`config.mk`:
```
export PLATFORM = sky130hd
export DESIGN_NAME = sub_arbiter
export DESIGN_NICKNAME = d
export VERILOG_FILES = /design/src/rtl/sub_arbiter.sv
export SDC_FILE = /design/constraint.sdc
export NUM_CORES = 1
export LEC_CHECK = 0
export ABC_AREA = 1
export BUFFER_PORTS_ARGS = -buffer_cell sky130_fd_sc_hd__buf_2
export CAP_MARGIN = 20
export CORE_MARGIN = 5
export CORE_UTILIZATION = 35
export DETAILED_ROUTE_END_ITERATION = 12
export GPL_TIMING_DRIVEN = 1
export HOLD_SLACK_MARGIN = 0.05
export PLACE_DENSITY_LB_ADDON = 0.2
export SLEW_MARGIN = 30
export SYNTH_ARGS = -nofsm -noshare
export SYNTH_HDL_FRONTEND = slang
export SYNTH_SLANG_ARGS = --single-unit
export TNS_END_PERCENT = 20
```
`constraint.sdc`:
```
create_clock -name Clk -period 2.6 [get_ports Clk]
set_clock_uncertainty 0.15 [all_clocks]
set_input_delay 0.26 -clock Clk [delete_from_list [all_inputs] [get_ports Clk]]
set_output_delay 0.26 -clock Clk [all_outputs]
set_load 0.005 [all_outputs]
```
`src/rtl/sub_arbiter.sv`:
```
// Round-robin front end that time-shares one subtractor among NUM_REQ clients.
// Each accepted operand pair runs IDLE -> EXEC -> RESP and returns a tagged difference.
module sub_arbiter #(
    parameter int DATAWIDTH = 32,
    parameter int NUM_REQ   = 4,
    parameter int IDW       = 2,
    parameter int CNTW      = 16
) (
    input  logic                           Clk,
    input  logic                           Rst,
    input  logic [NUM_REQ-1:0]             req_valid,
    input  logic [NUM_REQ*DATAWIDTH-1:0]   req_a,
    input  logic [NUM_REQ*DATAWIDTH-1:0]   req_b,
    output logic [NUM_REQ-1:0]             req_ready,
    output logic [DATAWIDTH-1:0]           sub_a,
    output logic [DATAWIDTH-1:0]           sub_b,
    input  logic [DATAWIDTH-1:0]           sub_diff,
    output logic                           resp_valid,
    input  logic                           resp_ready,
    output logic [IDW-1:0]                 resp_id,
    output logic [DATAWIDTH-1:0]           resp_diff,
    output logic                           resp_borrow,
    output logic                           busy,
    output logic [CNTW-1:0]                op_count
);

    typedef enum logic [1:0] {
        IDLE = 2'd0,
        EXEC = 2'd1,
        RESP = 2'd2
    } state_t;

    state_t                 state_r;
    logic [IDW-1:0]         rr_ptr_r;
    logic [IDW-1:0]         gnt_id_r;
    logic [DATAWIDTH-1:0]   op_a_r;
    logic [DATAWIDTH-1:0]   op_b_r;
    logic [IDW-1:0]         resp_id_r;
    logic [DATAWIDTH-1:0]   resp_diff_r;
    logic                   resp_borrow_r;
    logic                   resp_valid_r;
    logic                   busy_r;
    logic [CNTW-1:0]        op_count_r;

    logic                   win_found_s;
    logic [IDW-1:0]         win_id_s;
    logic [DATAWIDTH-1:0]   win_a_s;
    logic [DATAWIDTH-1:0]   win_b_s;
    logic [NUM_REQ-1:0]     ready_s;

    // Pointer after a grant: the requester just served moves to lowest priority.
    function automatic logic [IDW-1:0] next_ptr(input logic [IDW-1:0] id);
        logic [IDW-1:0] nxt;
        if (int'(id) >= NUM_REQ - 1) begin
            nxt = {IDW{1'b0}};
        end else begin
            nxt = id + {{(IDW-1){1'b0}}, 1'b1};
        end
        return nxt;
    endfunction

    // Counter that sticks at all-ones instead of wrapping.
    function automatic logic [CNTW-1:0] sat_inc(input logic [CNTW-1:0] cnt);
        logic [CNTW-1:0] res;
        if (&cnt) begin
            res = cnt;
        end else begin
            res = cnt + {{(CNTW-1){1'b0}}, 1'b1};
        end
        return res;
    endfunction

    // Round-robin search starting at rr_ptr, wrapping modulo NUM_REQ.
    always_comb begin
        win_found_s = 1'b0;
        win_id_s    = {IDW{1'b0}};
        for (int k = 0; k < NUM_REQ; k++) begin
            int idx;
            idx = int'(rr_ptr_r) + k;
            if (idx >= NUM_REQ) begin
                idx = idx - NUM_REQ;
            end else begin
                idx = idx;
            end
            if (!win_found_s && req_valid[idx]) begin
                win_found_s = 1'b1;
                win_id_s    = IDW'(idx);
            end else begin
                win_found_s = win_found_s;
            end
        end
    end

    // Operand mux for the current winner.
    always_comb begin
        win_a_s = req_a[int'(win_id_s)*DATAWIDTH +: DATAWIDTH];
        win_b_s = req_b[int'(win_id_s)*DATAWIDTH +: DATAWIDTH];
    end

    // One-hot accept; suppressed while reset is asserted so nothing is handshaken away.
    always_comb begin
        ready_s = {NUM_REQ{1'b0}};
        if (Rst && (state_r == IDLE) && win_found_s) begin
            ready_s[win_id_s] = 1'b1;
        end else begin
            ready_s = {NUM_REQ{1'b0}};
        end
    end

    // Sequencer: grant, one-cycle subtract, then hold the response until consumed.
    always_ff @(posedge Clk) begin
        if (!Rst) begin
            state_r       <= IDLE;
            rr_ptr_r      <= {IDW{1'b0}};
            gnt_id_r      <= {IDW{1'b0}};
            op_a_r        <= {DATAWIDTH{1'b0}};
            op_b_r        <= {DATAWIDTH{1'b0}};
            resp_id_r     <= {IDW{1'b0}};
            resp_diff_r   <= {DATAWIDTH{1'b0}};
            resp_borrow_r <= 1'b0;
            resp_valid_r  <= 1'b0;
            busy_r        <= 1'b0;
            op_count_r    <= {CNTW{1'b0}};
        end else begin
            case (state_r)
                IDLE: begin
                    if (win_found_s) begin
                        op_a_r   <= win_a_s;
                        op_b_r   <= win_b_s;
                        gnt_id_r <= win_id_s;
                        busy_r   <= 1'b1;
                        state_r  <= EXEC;
                    end else begin
                        state_r  <= IDLE;
                    end
                end
                EXEC: begin
                    resp_diff_r   <= sub_diff;
                    resp_borrow_r <= (op_a_r < op_b_r);
                    resp_id_r     <= gnt_id_r;
                    resp_valid_r  <= 1'b1;
                    state_r       <= RESP;
                end
                RESP: begin
                    if (resp_ready) begin
                        rr_ptr_r     <= next_ptr(gnt_id_r);
                        op_count_r   <= sat_inc(op_count_r);
                        resp_valid_r <= 1'b0;
                        busy_r       <= 1'b0;
                        state_r      <= IDLE;
                    end else begin
                        state_r      <= RESP;
                    end
                end
                default: begin
                    resp_valid_r <= 1'b0;
                    busy_r       <= 1'b0;
                    state_r      <= IDLE;
                end
            endcase
        end
    end

    assign req_ready   = ready_s;
    assign sub_a       = op_a_r;
    assign sub_b       = op_b_r;
    assign resp_valid  = resp_valid_r;
    assign resp_id     = resp_id_r;
    assign resp_diff   = resp_diff_r;
    assign resp_borrow = resp_borrow_r;
    assign busy        = busy_r;
    assign op_count    = op_count_r;

endmodule
```
# After elaboration in Yosys (flattened, before gate mapping)
# Cells that the tools add are included.
[totals]
out_inout_bits = 121
word_cells = 92
romBits = 0
ff_bits = 123
memories = 0
ram_bits = 0
latch_bits = 0
[classes]
n_mul = 0
n_reduce_logical = 16
n_shift = 2
mux = 35
n_eq_ne = 4
bitwise_logic = 3
order_cmp = 12
div_mod_pow = 0
addsub = 9
[op_table]
columns = ["operator", "count"]
rows = [
  ["128-bit by 8-bit variable part select with 32-bit output", 2],
  ["32-bit by 4-bit less-than comparator with 1-bit output (second input constant)", 4],
  ["32-bit 2-to-1 mux", 4],
  ["32-bit less-than comparator", 1],
  ["16-bit by 1-bit adder with 16-bit output (second input constant)", 1],
  ["1-bit 2-to-1 mux", 16],
  ["16-bit AND reduction", 1],
  ["2-bit 2-to-1 mux", 6],
  ["3-bit by 3-bit subtractor with 4-bit output (second input constant)", 3],
  ["3-bit greater-or-equal comparator (second input constant)", 3],
  ["1-bit binary-select mux with 2-bit select", 4],
  ["2-bit by 2-bit adder with 3-bit output (second input constant)", 2],
  ["1-bit logical AND", 6],
  ["1-bit case mux with 3 select lines", 2],
  ["2-bit case mux with 3 select lines", 1],
  ["2-bit AND reduction", 3],
  ["3-bit AND reduction", 2],
  ["4-bit 2-to-1 mux", 1],
  ["2-bit != test (second input constant)", 2],
  ["2-bit by 3-bit subtractor with 4-bit output (second input constant)", 1],
  ["2-bit by 1-bit adder with 3-bit output (second input constant)", 1],
  ["2-bit by 3-bit greater-or-equal comparator with 1-bit output (second input constant)", 1],
  ["1-bit logical NOT", 3],
  ["2-bit by 3-bit less-than comparator with 1-bit output (second input constant)", 1],
  ["8 further kinds", 10],
]

# Longest topological paths before layout
[logic_depth]
ltp_word = 20
mapped_depth = 18
mapped_depth_nobuf = 15

# Worst setup path after synthesis
# OpenSTA, ideal clock, no wires.
[synth_timing]
path_type = "reg2out"
start = "register rr_ptr_r[0]"
end = "output port req_ready[0]"
path_buffers = 3
arrival_ns = 1.635
stages_incl_launch_ff = 13
path_slack_ns = 0.555
t_required_ns = 2.190
cell_sequence = "dfxtp_1 -> buf_6 -> inv_4 -> nand2_1 -> nand3_1 -> nand2_2 -> nor2_4 -> nand3_2 -> nand3_2 -> buf_6 -> buf_4 -> inv_2 -> nor3_1"
[synth_via]
elab_chain_cells = 20
elab_cells_between_ends = 48
[synth_rtl]
columns = ["element", "line_no", "rtl"]
rows = [
  ["start, declared", "34", "logic [IDW-1:0] rr_ptr_r;"],
  ["start signal, assigned", "114", "rr_ptr_r <= {IDW{1'b0}};"],
  ["start signal, assigned", "146", "rr_ptr_r <= next_ptr(gnt_id_r);"],
  ["branches (longest 19 deep; another with 3-bit by 3-bit subtractor with 4-bit output)", "-", ""],
  ["4-bit 2-to-1 mux *", "103", "if (Rst && (state_r == IDLE) && win_found_s) begin"],
  ["end, declared", "14", "output logic [NUM_REQ-1:0] req_ready,"],
]
# Every way passes the cells marked *. The select of a mux whose other input is x is not followed.

# Final worst setup path
# Ends and elaborated chain as after synthesis.

==> results.txt <==
----------------------------------------------------
[Critical path]
  Highest fanout seen on the critical path ... 10
  CP most frequent cell ... nand2_2
  Worst r2r path cells ... 13
  Register-to-register setup slack ... 0.17 ns
  Timing startpoint of the critical path ... rr_ptr_r[0]
  End of the worst register-to-register path ... sub_b[26]
  Critical path start-end classification ... flop to output pin
  Critical path data required time ... 2.19 ns
  Worst-path cell with the longest stage delay ... dfxtp_4
  Worst path cell trace ... inv_4 > nand2_2 > nand3_1 > nand2_2 > nor2_4 > nand4_1 > nand2_4 > clkinv_8 > nor3_4 > buf_2
  Maximum cell stage delay along the critical path ... 0.37 ns
  Reg-to-reg critical path startpoint ... rr_ptr_r[0]
  Critical path capture point type ... output pin
  Critical Path AT ... 2.13 ns
  Critical Path Source Type ... flop

[STA]
  Final worst-path setup slack ... 0.0617 ns
  Total count of hold-check failures in the final report ... 0
  Ratio of final minimum period to clock period ... 97.6%
  Post-Route Setup TNS ... 0 ns
  Time the worst path needs with I/O delays and setup ... 2.54 ns
  Slew Limit Fails ... 0
  Tightest Pin Transition ... 0.501 ns
  RSZ-0062 raised after global routing ... true
  Fmax ... 0.394 GHz
  Setup-failing EPs final ... 0
  Max-slew headroom at the worst pin ... 66.6%

[Detailed routing]
  Residual DRC ... 0
  Routed Antenna Nets ... 0
  Vias after detailed routing ... 11000
  Detailed Route Iter0 Violations ... 784
  Total Routed Length ... 38000 µm
  TritonRoute pass-1 iters ... 5
  Avg Vias per Cell ... 4.99
  Average wire per standard cell ... 17.3 µm

[Cells and area]
  Non-filler instance count after layout ... 2202
  Top library cells by usage in the layout, fill and taps aside ... nand2_1, buf_2, nor2_1
  Share of post-route cells with drive strength above 1 ... 28.3%
  Leading cell type in the layout, fill and taps excluded ... nand2_1
  Layout overhead on the synthesized area ... 40.8%
  Net count of the finished layout ... 2191
  Count of filler cells inserted in the layout ... 2592

[Placement]
  Detail Placement HPWL ... 28900 µm
  Pre-CTS worst setup slack ... -0.0380 ns
  Cells after DPL ... 2116
  Routability congestion estimate from global placement ... 0.894
  Port Buffers ... 415

[Global route]
  Number of antenna violations at the first check in global routing ... 4
  Total gr overflow ... 0
  Largest net degree at the start of global routing ... 98
  Total global routing track utilization ... 25.9%
  Global-route wire length before repair ... 58300 µm
  Via count of the first global-routing pass ... 10500

[Floorplan]
  Effective utilization at floorplan ... 35.5%
  Die Y-Extent ... 167 µm
  Core region area ... 24300 µm²
  Count of pins on the block boundary ... 416
  Total Die Area ... 27900 µm²
  Die width ... 167 µm
  Number of placement rows ... 57

[Clock network]
  Number of buffers inserted during clock tree synthesis ... 17
  Clk Latency, worst-skew pair ... 0.42 ns
  CTS tree ... yes
  Sinks on Clock Net ... 123
  Clock root buffer master ... clkbuf_16
  Clock buffer depth ... 2
  Number of levels in the clock H-tree ... 4
  Clk slew on worst S/H paths ... 0.06 ns

[Yosys]
  Area share of fa/ha/maj cells after synthesis ... 4.79%
  Mapped Nets ... 1781
  Synth Area in Compound Gates ... 7.04%
  Dominant combinational cell family by area after synthesis ... simple AND/OR/NAND/NOR gates
  Average instance area after synthesis ... 5.94 µm²
  Number of warning messages in the yosys log ... 0
  Number of standard cells after synthesis ... 1453
  Distinct cell type count after synthesis ... 29
  Post-synthesis cell area ... 8630 µm²
  Xor/xnor cell area share of the yosys netlist ... 0.508%
  Synthesis-stage register bit count ... 123
  Fraction of the yosys area taken by sequential cells ... 28.5%
  Post-synthesis simple-gate area fraction ... 46.8%
  Portion of netlist area occupied by mux cells ... 0%

[Worst hold path]
  Number of cells on the worst hold path ... 7
  Startpoint of the most critical hold path ... req_b[82]
  Hold path endpoint ... sub_b[18]
  Path type of the worst min-delay path ... primary input to flop

[Flow run]
  Maximum capacitance violations ... 0

[Pwr]
  Power per unit of standard cell area ... 698 nW/µm²
  Static leakage power ... 6.92 nW
  PnR Total Power ... 8.48 mW
  Maximum resistive drop on vdd ... 431 µV

[Outcome]
  Result of the run ... complete, no violations

----------------------------------------------------
[registers in the layout (all words and copies together) (netlist names)]
| signal | count |
|---|---|
| resp_valid | 1 |
| resp_id | 2 |
| sub_a | 32 |
| op_count | 16 |
| resp_borrow | 1 |
| state_r | 2 |
| gnt_id_r | 2 |
| busy | 1 |
| sub_b | 32 |
| resp_diff | 32 |
| rr_ptr_r | 2 |
[critical path, delay by kind of cell, from the launching register on]
family                 cells  cell delay [ns]
buffers and inverters      3             0.35
DFF                        1             0.37
and+or+nand+nor            7             1.00
[layer usage]
layer  vias to the layer above  GRT usage, %  routed length, µm
met5                         -             0                 47
met1                      5011          32.3              16100
met4                         6          5.94                665
li1                       5519             -                  -
met3                        36          6.76               2870
met2                       413          44.8              18400
[cell usage after synthesis]
master | number | area share [%]
nand2_1 | 527 | 23
nor2_1 | 156 | 6.8
nand4_1 | 137 | 9.9
inv_1 | 129 | 5.6
dfxtp_1 | 123 | 29
nand3_1 | 85 | 4.9
a21oi_1 | 63 | 3.7
buf_2 | 53 | 3.1
o21ai_0 | 49 | 2.8
ha_1 | 33 | 4.8
clkbuf_1 | 26 | 1.1
buf_4 | 15 | 1.3
nor3_1 | 10 | 0.58
nand2_2 | 9 | 0.65
buf_1 | 6 | 0.26
buf_6 | 5 | 0.65
inv_2 | 4 | 0.17
nor3b_1 | 3 | 0.26
nor4_1 | 3 | 0.22
xor2_1 | 3 | 0.30
a211oi_1 | 2 | 0.17
nand3_2 | 2 | 0.23
nand3b_1 | 2 | 0.17
o21a_1 | 2 | 0.17
xnor2_1 | 2 | 0.20
inv_4 | 1 | 0.073
nor2_4 | 1 | 0.13
o21ai_2 | 1 | 0.10
o31ai_1 | 1 | 0.087
[metrics by stage]
| stage | cell area (µm²) | hold slack (ns) | util [%] |
|---|---|---|---|
| 2_1_floorplan | 8630 | 0.245 | - |
| 3_3_place_gp | 10900 | 0.303 | 45.0 |
| 3_5_place_dp | 10900 | 0.306 | 45.0 |
| 4_1_cts | 12000 | 0.0509 | 49.1 |
| 5_1_grt | 12100 | 0.0933 | 49.9 |
| 6_report | 12100 | 0.0715 | 50.0 |
[power by group]
part | leakage [nW] | internal (mW) | total (mW) | switching [mW]
clock network | 0.285 | 1.35 | 2.37 | 1.02
registers | 1.02 | 2.20 | 2.47 | 0.269
logic | 5.62 | 1.43 | 3.63 | 2.20
total | 6.92 | 4.99 | 8.48 | 3.49
[worst max-delay path by stage]
| stage | end | slack, ns | cells past startpoint |
|---|---|---|---|
| after floorplan | req_ready[0] | 0.56 | 12 |
| after global placement | req_ready[0] | 0.003 | 11 |
| after detailed placement | req_ready[1] | -0.04 | 11 |
| after CTS | req_ready[2] | -0.003 | 12 |
| after global routing | req_ready[0] | -0.05 | 10 |
| final | req_ready[0] | 0.06 | 10 |
[area by class of cell]
| class | instances | area [µm²] | area share (%) |
|---|---|---|---|
| diodes | 2 | 5.00 | 0.0412 |
| clock buffers | 17 | 425 | 3.50 |
| clock inverters | 15 | 154 | 1.27 |
| inverters | 134 | 526 | 4.33 |
| multi-input cells | 1091 | 5220 | 42.9 |
| flip-flops and latches | 123 | 2470 | 20.3 |
| well taps | 324 | 405 | 3.34 |
| repair buffers | 496 | 2950 | 24.3 |
[logic make-up (layout without fill, tap and decap cells)]
group                      Yosys count  in the layout
and+or+nand+nor                    935            935
buffers and inverters              239            662
DFF                                123            123
AOI/OAI and AO/OA                  118            118
adders and majority gates           33             33
xor gates and xnor gates             5              5
other                                0              2
[timing repair]
action | in CTS | in global routing
hold endpoints to repair | 38 | 0
setup buffers | 3 | 12
resized for setup | 17 | 21
pin swaps | 1 | 8
endpoints found under the setup margin | 4 | 5
gates cloned | 0 | 1
hold buffers | 36 | 0
Power figures use the tool's default switching activity.
